## src/rtl/instr_fetch_queue_if.sv

```systemverilog
// Fetch-queue bus bundle: instruction-memory read port, redirect request and the
// valid/ready handshake towards decode. "master" is the fetch queue side.
interface instr_fetch_queue_if;
  logic        imem_req;
  logic [31:0] imem_addr;
  logic [31:0] imem_data;
  logic        redirect;
  logic [31:0] redirect_pc;
  logic        instr_valid;
  logic        instr_ready;
  logic [31:0] instr_out;
  logic [31:0] instr_pc;

  modport master (
    output imem_req, imem_addr, instr_valid, instr_out, instr_pc,
    input  imem_data, redirect, redirect_pc, instr_ready
  );

  modport slave (
    input  imem_req, imem_addr, instr_valid, instr_out, instr_pc,
    output imem_data, redirect, redirect_pc, instr_ready
  );
endinterface

```

## src/rtl/instr_fetch_queue.sv

```systemverilog
// Fetch stage: owns the fetch PC, issues 1-cycle-latency reads to instruction memory,
// buffers {instr, pc} in a DEPTH-entry FIFO and hands them to decode. Handles redirect
// with flush and stops fetching after a HALT_OP word is enqueued.
// Optional build macro FETCH_STATS_EN adds stat_fetched / stat_flushed counters.
module instr_fetch_queue #(
  parameter int unsigned DEPTH   = 4,
  parameter logic [31:0] PC_INC  = 32'd1,
  parameter logic [4:0]  HALT_OP = 5'h1F
) (
  input  logic                   CLK,
  input  logic                   RESET,
  input  logic [31:0]            startPC,
  instr_fetch_queue_if.master    bus,
  output logic [$clog2(DEPTH):0] occupancy,
  output logic                   halted
`ifdef FETCH_STATS_EN
  ,
  output logic [31:0]            stat_fetched,
  output logic [31:0]            stat_flushed
`endif
);
  localparam int unsigned PtrW = $clog2(DEPTH);
  localparam int unsigned OccW = PtrW + 1;

  typedef enum logic [0:0] {StFetch, StHalted} state_e;

  state_e          state_q, state_d;
  logic [31:0]     fetch_pc_q, fetch_pc_d;
  logic            inflight_q, inflight_d;
  logic [31:0]     inflight_pc_q;
  logic [31:0]     fifo_instr_q [DEPTH];
  logic [31:0]     fifo_pc_q [DEPTH];
  logic [PtrW-1:0] wr_ptr_q, wr_ptr_d, rd_ptr_q, rd_ptr_d;
  logic [OccW-1:0] count_q, count_d;
  logic [31:0]     held_instr_q, held_pc_q;
  logic            credit_ok, halt_word, push, pop, issue;

  // Handshake decode: returns are dropped on redirect or once halted; no issue while a
  // HALT word is landing so nothing is fetched past it.
  always_comb begin
    credit_ok = (32'(count_q) + 32'(inflight_q)) < DEPTH;
    halt_word = bus.imem_data[31:27] == HALT_OP;
    push      = inflight_q && !bus.redirect && (state_q == StFetch);
    pop       = (count_q != '0) && bus.instr_ready && !bus.redirect;
    issue     = !RESET && !bus.redirect && (state_q == StFetch) && credit_ok &&
                !(push && halt_word);
  end

  // Fetch FSM next state.
  always_comb begin
    state_d = state_q;
    case (state_q)
      StFetch:  if (push && halt_word) state_d = StHalted;
      StHalted: if (bus.redirect) state_d = StFetch;
      default:  state_d = StFetch;
    endcase
  end

  // PC, pointer and occupancy next state; redirect flushes everything.
  always_comb begin
    fetch_pc_d = fetch_pc_q;
    wr_ptr_d   = wr_ptr_q;
    rd_ptr_d   = rd_ptr_q;
    count_d    = count_q;
    inflight_d = issue;
    if (bus.redirect) begin
      fetch_pc_d = bus.redirect_pc;
      wr_ptr_d   = '0;
      rd_ptr_d   = '0;
      count_d    = '0;
      inflight_d = 1'b0;
    end else begin
      if (issue) fetch_pc_d = fetch_pc_q + PC_INC;
      if (push)  wr_ptr_d = wr_ptr_q + 1'b1;
      if (pop)   rd_ptr_d = rd_ptr_q + 1'b1;
      count_d = count_q + OccW'(push) - OccW'(pop);
    end
  end

  // Control state registers.
  always_ff @(posedge CLK) begin
    if (RESET) begin
      state_q       <= StFetch;
      fetch_pc_q    <= startPC;
      inflight_q    <= 1'b0;
      inflight_pc_q <= '0;
      wr_ptr_q      <= '0;
      rd_ptr_q      <= '0;
      count_q       <= '0;
      held_instr_q  <= '0;
      held_pc_q     <= '0;
    end else begin
      state_q      <= state_d;
      fetch_pc_q   <= fetch_pc_d;
      inflight_q   <= inflight_d;
      wr_ptr_q     <= wr_ptr_d;
      rd_ptr_q     <= rd_ptr_d;
      count_q      <= count_d;
      held_instr_q <= bus.instr_out;
      held_pc_q    <= bus.instr_pc;
      if (issue) inflight_pc_q <= fetch_pc_q;
    end
  end

  // FIFO storage; contents need no reset since occupancy gates visibility.
  always_ff @(posedge CLK) begin
    if (!RESET && push) begin
      fifo_instr_q[wr_ptr_q] <= bus.imem_data;
      fifo_pc_q[wr_ptr_q]    <= inflight_pc_q;
    end
  end

  // Outputs; head fields fall back to the last shown value when empty.
  always_comb begin
    bus.imem_req    = issue;
    bus.imem_addr   = fetch_pc_q;
    bus.instr_valid = count_q != '0;
    bus.instr_out   = bus.instr_valid ? fifo_instr_q[rd_ptr_q] : held_instr_q;
    bus.instr_pc    = bus.instr_valid ? fifo_pc_q[rd_ptr_q] : held_pc_q;
    occupancy       = count_q;
    halted          = state_q == StHalted;
  end

`ifdef FETCH_STATS_EN
  logic [31:0] stat_fetched_q, stat_flushed_q;
  logic [32:0] flush_sum;

  // Discarded work on redirect = queued entries plus the squashed in-flight response.
  always_comb begin
    flush_sum = 33'(stat_flushed_q) + 33'(count_q) + 33'(inflight_q);
  end

  // Saturating statistics counters.
  always_ff @(posedge CLK) begin
    if (RESET) begin
      stat_fetched_q <= '0;
      stat_flushed_q <= '0;
    end else begin
      if (push && (stat_fetched_q != '1)) stat_fetched_q <= stat_fetched_q + 32'd1;
      if (bus.redirect) stat_flushed_q <= flush_sum[32] ? '1 : flush_sum[31:0];
    end
  end

  assign stat_fetched = stat_fetched_q;
  assign stat_flushed = stat_flushed_q;
`endif
endmodule

```

## src/flat_wrapper.sv

```systemverilog
// flat-port wrapper written by rule: the top's interface ports become plain ports
module instr_fetch_queue_flat 
#(
  parameter int unsigned DEPTH   = 4,
  parameter logic [31:0] PC_INC  = 32'd1,
  parameter logic [4:0]  HALT_OP = 5'h1F
)
  (CLK, RESET, startPC, occupancy, halted, bus_imem_req, bus_imem_addr, bus_instr_valid, bus_instr_out, bus_instr_pc, bus_imem_data, bus_redirect, bus_redirect_pc, bus_instr_ready);
  instr_fetch_queue_if bus_i ();
  input  logic CLK;
  input  logic RESET;
  input  logic [31:0] startPC;
  output logic [$clog2(DEPTH):0] occupancy;
  output logic halted;
  output wire logic [$bits(bus_i.imem_req)-1:0] bus_imem_req;
  output wire logic [$bits(bus_i.imem_addr)-1:0] bus_imem_addr;
  output wire logic [$bits(bus_i.instr_valid)-1:0] bus_instr_valid;
  output wire logic [$bits(bus_i.instr_out)-1:0] bus_instr_out;
  output wire logic [$bits(bus_i.instr_pc)-1:0] bus_instr_pc;
  input wire logic [$bits(bus_i.imem_data)-1:0] bus_imem_data;
  input wire logic [$bits(bus_i.redirect)-1:0] bus_redirect;
  input wire logic [$bits(bus_i.redirect_pc)-1:0] bus_redirect_pc;
  input wire logic [$bits(bus_i.instr_ready)-1:0] bus_instr_ready;
  assign bus_imem_req = bus_i.imem_req;
  assign bus_imem_addr = bus_i.imem_addr;
  assign bus_instr_valid = bus_i.instr_valid;
  assign bus_instr_out = bus_i.instr_out;
  assign bus_instr_pc = bus_i.instr_pc;
  assign bus_i.imem_data = bus_imem_data;
  assign bus_i.redirect = bus_redirect;
  assign bus_i.redirect_pc = bus_redirect_pc;
  assign bus_i.instr_ready = bus_instr_ready;
  instr_fetch_queue #(.DEPTH(DEPTH), .PC_INC(PC_INC), .HALT_OP(HALT_OP)) u_core (.CLK(CLK), .RESET(RESET), .startPC(startPC), .bus(bus_i), .occupancy(occupancy), .halted(halted));
endmodule
```

## config.mk

```make
export PLATFORM = sky130hd
export DESIGN_NAME = instr_fetch_queue_flat
export DESIGN_NICKNAME = d
export VERILOG_FILES = /design/src/rtl/instr_fetch_queue_if.sv /design/src/rtl/instr_fetch_queue.sv /design/src/flat_wrapper.sv
export SDC_FILE = /design/constraint.sdc
export NUM_CORES = 1
export LEC_CHECK = 0
export BUFFER_PORTS_ARGS = -buffer_cell sky130_fd_sc_hd__clkbuf_2
export CORE_AREA = 5 5 235 237
export CTS_CLUSTER_DIAMETER = 120
export DETAILED_ROUTE_END_ITERATION = 8
export DIE_AREA = 0 0 240 242
export HOLD_SLACK_MARGIN = 0.06
export PLACE_DENSITY = 0.45
export SLEW_MARGIN = 20
export SYNTH_ARGS = -nofsm -noshare
export SYNTH_HDL_FRONTEND = slang
export SYNTH_SLANG_ARGS = --single-unit
```

## constraint.sdc

```tcl
create_clock -name CLK -period 2.8 [get_ports CLK]
set_input_delay 0.28 -clock CLK [delete_from_list [all_inputs] [get_ports CLK]]
set_output_delay 0.28 -clock CLK [all_outputs]
set_load 0.005 [all_outputs]
```

# ---- Word level (Yosys, flattened, before mapping)
# Memories as Yosys holds them, arrays and structs flattened. A register that Yosys moved wholly into a read port is not among the register bits.
# Index checks and enable logic that the tools add are counted.
dict set report word_totals {
  ramBits 256
  n_memories 2
  regBits 137
  word_cells 50
}
dict set report op_classes {
  eq_ne 1
  magnitude_cmp 1
  bitwise_logic 1
  reduce_logical 16
  addsub 6
  n_mux 14
}
# memory words width rd rd_ports_with_merged_regs write_ports line_no
set memory_table {}
lappend memory_table {u_core.fifo_instr_q 4 32 1 1 1 instr_fetch_queue.sv:31} ;# logic [31:0] fifo_instr_q [DEPTH];
lappend memory_table {u_core.fifo_pc_q 4 32 1 1 1 instr_fetch_queue.sv:32} ;# logic [31:0] fifo_pc_q [DEPTH];
# op n
set op_table {}
lappend op_table {{32-bit two-way mux} 5}
lappend op_table {{32-bit by 1-bit adder with 32-bit output, second input constant} 1}
lappend op_table {{32-bit by 3-bit less-than comparator with 1-bit output, second input constant} 1}
lappend op_table {{1-bit logical AND} 10}
lappend op_table {{2-bit two-way mux} 4}
lappend op_table {{3-bit nonzero test} 2}
lappend op_table {{5-bit equality test, second input constant} 1}
lappend op_table {{2-bit by 1-bit adder with 2-bit output, second input constant} 2}
lappend op_table {{3-bit by 1-bit adder with 4-bit output} 1}
lappend op_table {{1-bit two-way mux} 4}
lappend op_table {{3-bit by 1-bit adder with 3-bit output} 1}
lappend op_table {{1-bit zero test} 3}
lappend op_table {{3-bit by 1-bit subtractor with 3-bit output} 1}
lappend op_table {{1-bit one-hot mux with 2 select lines} 1}
lappend op_table {{2-bit OR reduction} 1}
lappend op_table {{1-bit NOT} 1}

# ---- Depth between registers and ports, before layout
# Gate-level depths: netlist of run 1.
dict set report depth {
  ltp_word 9
  mapped_depth 12
  ltp_nobuf 10
}

# ---- Least setup slack after synthesis of run 1
# Ideal clock, no wire load.
dict set report synth_path {
  path_type {input-to-reg}
  start {input port RESET}
  end {memory u_core.fifo_instr_q[0][0] (enable)}
  arrival_ns 2.380
  setup_slack_ns -0.009
  cell_stages 4
  path_cell_list {clkbuf_1 > nor2_1 > clkbuf_1 > and3_1}
}
dict set report synth_between {
  elab_chain_cells 4
}
# item line_no
set synth_rtl {}
lappend synth_rtl {{start, declared} flat_wrapper.sv:11} ;# input logic RESET;
lappend synth_rtl {{1-bit zero test} instr_fetch_queue.sv:107} ;# if (!RESET && push) begin
lappend synth_rtl {{1-bit logical AND} instr_fetch_queue.sv:107}
lappend synth_rtl {{1-bit two-way mux} instr_fetch_queue.sv:107}
lappend synth_rtl {{1-bit two-way mux (implied by the code)} instr_fetch_queue.sv:108} ;# fifo_instr_q[wr_ptr_q] <= bus.imem_data;
lappend synth_rtl {{end, declared} instr_fetch_queue.sv:31}
# No other way between the ends.

# ---- Final worst setup path of run 1
dict set report layout_path {
  start {input port bus_imem_data[29]}
  end {output port bus_imem_req}
}
dict set report layout_between {
  elab_chain_cells 4
}
# item line_no
set layout_rtl {}
lappend layout_rtl {{start, declared} flat_wrapper.sv:20} ;# input wire logic [$bits(bus_i.imem_data)-1:0] bus_imem_data;
lappend layout_rtl {{5-bit equality test} instr_fetch_queue.sv:42} ;# halt_word = bus.imem_data[31:27] == HALT_OP;
lappend layout_rtl {{1-bit logical AND} instr_fetch_queue.sv:46} ;# !(push && halt_word);
lappend layout_rtl {{1-bit zero test} instr_fetch_queue.sv:46}
lappend layout_rtl {{1-bit logical AND} instr_fetch_queue.sv:45} ;# issue = !RESET && !bus.redirect && (state_q == StFetch) && credit_ok &&
lappend layout_rtl {{end, declared} flat_wrapper.sv:15} ;# output wire logic [$bits(bus_i.imem_req)-1:0] bus_imem_req;
# No other way between the ends.

==> flow_summary_export.csv, run 1 <==
group,metric,value,unit
synthesis,ys_ff_latch,395,
clock_tree,cts_tree,"built",
pwr,powerDensity,693,mW/mm2
place,post_dp_cell_area,0.0176,mm2
synthesis,synthArstFlopShare,0,%
layout,syn2layout_area_growth,28.6,%
synthesis,synth_cell_type_count,42,
synthesis,synth_most_common_cell,"edfxtp_1",
worst_setup_path,critPathMaxFanout,16,
worst_setup_path,cp_common_cell,"clkbuf_2",
clock_tree,worstSkewPairLatency,0.56,ns
global_routing,grt_pass1_wl,61100,um
timing,finalSetupTns,0,ns
worst_setup_path,cp_num_buf_inv,4,
clock_tree,cts_buffers,46,
pwr,total_power,0.0139,W
floorplanning,core_area,0.0531,mm2
flow_run,max_cap_violations,0,
global_routing,grt_pass1_vias,9469,
timing,drv_slew,0,
timing,setup_violations,0,
synthesis,synth-main-ff-cell,"edfxtp_1",
layout,register_area,0.0108,mm2
timing,max_freq,0.386,GHz
timing,min_period,2.59,ns
global_routing,antenna_found_initial,0,
layout,fin_util,37.8,%
floorplanning,fp.dieH,242,um
synthesis,synth.top_cell.area_share,55.4,%
timing,hold_viol_final,0,
clock_tree,clk_pin_slew,0.06,ns
layout,antenna_cells,0,
floorplanning,dieWidth,240,um
layout,multi_input_area,0.00455,mm2
global_routing,grt_max_degree,79,
layout,num-fill-cells,5000,
worst_setup_path,crit_arrival,2.31,ns
clock_tree,clockBufferDepth,3,
pwr,vdd_ir_drop_max,0.000373,V
layout,layout.nets,1335,
worst_hold_path,min_path_type,"in -> reg",
route,drc_errors,0,
synthesis,syn_nets,1027,
clock_tree,htreeDepth,2,
run_status,run_status,"complete, no violations",
global_routing,grt_util_all_layers,13.8,%
worst_setup_path,slowest_delay,0.54,ns
route,first_iter_violations,495,
synthesis,synth_area_leaders,"edfxtp_1 55%, dfxtp_1 14%, mux4_2 9.2%, mux2_4 2.9%, and2_1 2.6%",
synthesis,yosys_warnings,0,
synthesis,synth_edf_count,288,
place,dp.cells,1793,
synthesis,synth_cells,918,
timing,skew,0.0225,ns
synthesis,syn_area,0.0156,mm2
global_routing,overflow,0,
floorplanning,initial_core_util,29.4,%
place,place_hpwl,24900,um
floorplanning,fp.dieArea,0.0581,mm2
route,drtPass1Iterations,5,
worst_setup_path,cp_top_family,"buffers and inverters",
worst_setup_path,startpoint_type,"primary input",
synthesis,ys_seq_area_share,69.1,%
layout,fin_area,0.0201,mm2
worst_setup_path,crit_slowest_cell,"dlygate4sd3_1",
worst_setup_path,path_class,"in -> out",
worst_setup_path,cp_cell_sequence,"dlygate4sd3_1, clkbuf_2, and4_1, a31oi_1, and3_2, buf_4, clkbuf_2",
place,gp_congestion,0.743,
timing,rsz0062_at_grt,"false",
pwr,power_leakage,7.31,nW
clock_tree,cts.sinks,395,
floorplanning,placement_rows,85,
worst_setup_path,cp.required,2.52,ns
layout,final_cells,1959,
clock_tree,cts-root-buf,"clkbuf_16",
worst_setup_path,critPathCaptureType,"output port",
synthesis,yosysTopAreaCell,"edfxtp_1",
place,io_buffers,201,
layout,drive_gt1_share,36.1,%
timing,slew_headroom,59.0,%
timing,worstMarginPinSlew,0.612,ns
route,ant_nets,0,
route,wirelength,40500,um
floorplanning,top_level_ports,202,
route,viasPerCell,4.57,
route,post_drt_wl_per_cell,20.7,um
route,vias,8949,
synthesis,avgSynthCellArea,17.0,um2
timing,min_period_over_period,92.5,%
synthesis,synth_commonest_cells,"288 x edfxtp_1, 107 x dfxtp_1, 66 x and2_1",
kinds of logic (layout without fill, tap and decap cells):
logic type,count (synthesis),count (layout),share of synthesized area (%)
adder cells (fa/ha/maj),9,9,0.769
buffers and inverters,58,403,2.01
AND/OR/NAND/NOR,195,195,6.98
AO/OA/AOI/OAI,64,64,2.43
XOR/XNOR,32,32,1.79
flip-flops,395,395,69.1
multiplexers,165,165,16.9
report_power, final:
part,switching [W],leakage [nW],internal [W]
sequential,0.000153,3.53,0.00643
combinational,0.000429,2.96,0.000452
clock,0.00236,0.811,0.00409
final cells by class:
type                       instances  share of cell area, %
sequential                       395                   53.8
clock inverter                    16                   1.45
multi-input combinational        465                   22.7
tap                              696                   4.34
inverter                           8                  0.150
clock buffer                      69                   6.77
timing repair buffer             310                   10.9
per-layer routing:
layer  GRT usage, %  part of all wire (%)
met5              0                     0
met4           3.02                   1.8
met3           3.06                   5.3
met2           22.4                    48
met1           19.2                    45
stage by stage:
stage | setup slack (ns) | hold WS [ns]
finish | 0.209 | 0.0904
global route | 0.0581 | 0.0777
CTS | 0.00693 | 0.0602
detailed placement | 0.612 | 0.501
global placement | 0.618 | 0.493
floorplan | 0.105 | 0.379
cell usage in the layout, fill, tap and decap left out, types with 4 or more instances in the layout:
cell,synthesis,final
edfxtp_1,288,288
clkbuf_2,0,201
dfxtp_1,107,105
dlygate4sd3_1,0,76
and2_1,66,66
mux4_2,64,64
nor2_1,51,50
clkbuf_16,0,47
mux2_2,36,36
mux2i_1,35,35
mux2_4,30,30
nand2_1,22,22
xor2_1,20,20
buf_4,5,20
nand3_1,18,18
a21oi_1,18,18
o21ai_0,15,15
o22ai_1,13,13
xnor2_1,12,12
clkbuf_1,28,12
buf_12,0,12
clkbuf_8,0,10
nand4_1,9,9
a22oi_1,9,9
ha_1,8,8
bufinv_16,0,8
inv_1,8,7
nor2b_1,5,5
clkinv_2,0,5
and3_4,0,4
worst reg2reg max path: cells and delay by family (launching register included):
kind	cells	cell delay, ns
adder cells (fa/ha/maj)	3	0.78
AND/OR/NAND/NOR	4	0.62
flip-flops	1	0.38
XOR/XNOR	1	0.16
buffers and inverters	2	0.10
state kept, by name, summed over array words and instances, names as in the netlist, named ones only:
name and cells:
u_core.inflight_q 1, u_core.halted 1, u_core.fifo_pc_q 128, u_core.held_instr_q 32, u_core.fifo_instr_q 128, u_core.held_pc_q 32, u_core.wr_ptr_q 2, u_core.inflight_pc_q 32
u_core.occupancy 3, u_core.bus.imem_addr 32, u_core.rd_ptr_q 2
worst paths after layout:
path / from / endpoint / slack, ns / cells past startpoint
worst max-delay path: bus_imem_data[29] / bus_imem_req / 0.21 / 7
worst min-delay path: bus_redirect_pc[12] / u_core.bus.imem_addr[12] / 0.09 / 3
worst max register to register: u_core.occupancy[1] / u_core.occupancy[2] / 0.63 / 10
worst min register to register: u_core.inflight_pc_q[30] / u_core.fifo_pc_q[3][30] / 0.51 / 0
repair_timing:
| action | in CTS | in global routing |
|---|---|---|
| hold buffers | 76 | 0 |
| setup buffers | 0 | 5 |
| endpoints found under the hold margin | 156 | 0 |
| setup endpoints to repair | 0 | 16 |
| gates resized for setup | 0 | 1 |
Note: power is estimated with default switching activity, not from simulation.
==> run 2, diff against run 1 <==
--- a/config.mk
+++ b/config.mk
@@ -7,11 +7,11 @@
 export LEC_CHECK = 0
 export BUFFER_PORTS_ARGS = -buffer_cell sky130_fd_sc_hd__clkbuf_2
 export CORE_AREA = 5 5 235 237
-export CTS_CLUSTER_DIAMETER = 120
 export DETAILED_ROUTE_END_ITERATION = 8
 export DIE_AREA = 0 0 240 242
 export HOLD_SLACK_MARGIN = 0.06
 export PLACE_DENSITY = 0.45
+export RECOVER_POWER = 100
 export SLEW_MARGIN = 20
 export SYNTH_ARGS = -nofsm -noshare
 export SYNTH_HDL_FRONTEND = slang
==> flow_summary_export.csv, run 2 (synthesis gave the netlist of run 1 again) <==
group,metric,value,unit
clock_tree,htreeDepth,2,
floorplanning,fp.dieArea,0.0581,mm2
timing,slew_headroom,33.7,%
timing,hold_viol_final,0,
global_routing,overflow,0,
timing,max_freq,0.387,GHz
route,post_drt_wl_per_cell,20.7,um
clock_tree,cts.sinks,395,
layout,fin_util,37.1,%
worst_hold_path,min_path_type,"in -> reg",
timing,rsz0062_at_grt,"false",
place,dp.cells,1793,
place,post_dp_cell_area,0.0176,mm2
clock_tree,clk_pin_slew,0.06,ns
global_routing,grt_use_met2,22.4,%
timing,min_period_over_period,92.3,%
layout,antenna_cells,0,
layout,layout.nets,1335,
clock_tree,worstSkewPairLatency,0.56,ns
global_routing,use_met1,19.2,%
floorplanning,core_area,0.0531,mm2
route,drtPass1Iterations,5,
worst_setup_path,r2r_start,"u_core.occupancy[1]",
global_routing,grt_use_met3,3.06,%
route,wirelength,40500,um
worst_setup_path,setup.worst_path.start,"bus_imem_data[27]",
layout,fin_area,0.0197,mm2
layout,final_cell_mix,"288 x edfxtp_1, 117 x clkbuf_1, 106 x clkbuf_2, 105 x dfxtp_1, 76 x dlygate4sd3_1",
timing,hold_slack,0.0886,ns
global_routing,grt_util_all_layers,13.8,%
timing,finalSetupTns,0,ns
layout,drive_gt1_share,23.8,%
floorplanning,initial_core_util,29.4,%
clock_tree,cts-root-buf,"clkbuf_16",
timing,drv_slew,0,
global_routing,grt.busiest_layer,"met2",
timing,worstMarginPinSlew,0.987,ns
worst_setup_path,startpoint_type,"primary input",
worst_setup_path,critPathMaxFanout,16,
place,io_buffers,201,
pwr,powerDensity,704,mW/mm2
floorplanning,fp.dieH,242,um
floorplanning,top_level_ports,202,
layout,reg.largest.list,"u_core.fifo_instr_q x128, u_core.fifo_pc_q x128",
route,first_iter_violations,532,
pwr,power_leakage,6.93,nW
route,ant_nets,0,
pwr,vdd_ir_drop_max,0.000373,V
clock_tree,cts_buffers,46,
route,vias,8958,
clock_tree,clockBufferDepth,3,
place,place_hpwl,24900,um
flow_run,max_cap_violations,0,
route,viasPerCell,4.57,
floorplanning,dieWidth,240,um
timing,min_period,2.59,ns
floorplanning,placement_rows,85,
worst_hold_path,worstHoldStart,"bus_redirect_pc[12]",
run_status,run_status,"complete, no violations",
worst_setup_path,crit_arrival,2.31,ns
timing,setup_violations,0,
worst_setup_path,critPathCaptureType,"output port",
layout,final_cells,1959,
timing,skew,0.0215,ns
layout,syn2layout_area_growth,25.9,%
route,drc_errors,0,
global_routing,antenna_found_initial,0,
layout,mostFrequentLayoutCell,"edfxtp_1",
worst_setup_path,cp.required,2.52,ns
global_routing,grt_pass1_vias,9469,
global_routing,grt_max_degree,79,
layout,num-fill-cells,5072,
place,gp_congestion,0.743,
clock_tree,cts_tree,"built",
global_routing,grt_pass1_wl,61100,um
worst_setup_path,path_class,"in -> out",
[run 2: changes by cell type in the layout (fill, tap and decap cells not counted), moves of 7 or more]
cell / previous run / this run
clkbuf_1: 12 / 117
mux2_4: 30 / 1
buf_12: 12 / 5
buf_4: 20 / 11
mux2_1: 0 / 45
clkbuf_2: 201 / 106
mux2_2: 36 / 20
[run 2: worst paths after layout]
path / endpoint / slack (ns) / cells past startpoint
worst max-delay path: bus_imem_req / 0.21 / 7
worst min-delay path: u_core.bus.imem_addr[12] / 0.09 / 3
worst max register to register: u_core.bus.imem_addr[31] / 0.32 / 6
worst min register to register: u_core.fifo_pc_q[0][17] / 0.52 / 0
[run 2: per-stage QoR]
stage	total power [W]	worst slack (ns)
after floorplan	0.00708	0.105
after global placement	0.00751	0.618
after detailed placement	0.00752	0.612
after CTS	0.0141	0.00693
after global routing	0.0144	0.0592
final	0.0138	0.214
[run 2: layer usage]
layer	part of all wire, %	vias to the layer above	wire length (um)
met5	0	-	0
met1	45	4565	18300
li1	-	4132	-
met2	48	216	19400
met4	1.8	0	739
met3	5.1	45	2080
[run 2: final cells by class]
class | count | area (um2) | area share [%]
timing repair buffer | 310 | 1940 | 9.84
clock buffer | 69 | 1360 | 6.91
inverter | 8 | 30.0 | 0.153
multi-input combinational | 465 | 4390 | 22.3
clock inverter | 16 | 292 | 1.48
tap | 696 | 871 | 4.43
sequential | 395 | 10800 | 54.9
[run 2: critical path, stage by stage]
cell,delay [ns]
dlygate4sd3_1,0.55
clkbuf_1,0.16
and4_1,0.20
a31oi_1,0.35
and3_2,0.28
buf_4,0.30
clkbuf_2,0.17
[run 2: power by group]
part	leakage [nW]	switching, W	internal (W)
registers	3.53	0.000151	0.00643
logic	2.59	0.000421	0.000387
clock network	0.811	0.00236	0.00409
total	6.93	0.00293	0.0109
[run 2: timing repair]
item                       CTS  global route
gates resized for setup      0             1
hold buffers                76             0
setup endpoints to repair    0            16
hold endpoints to repair   156             0
buffers inserted             0             5
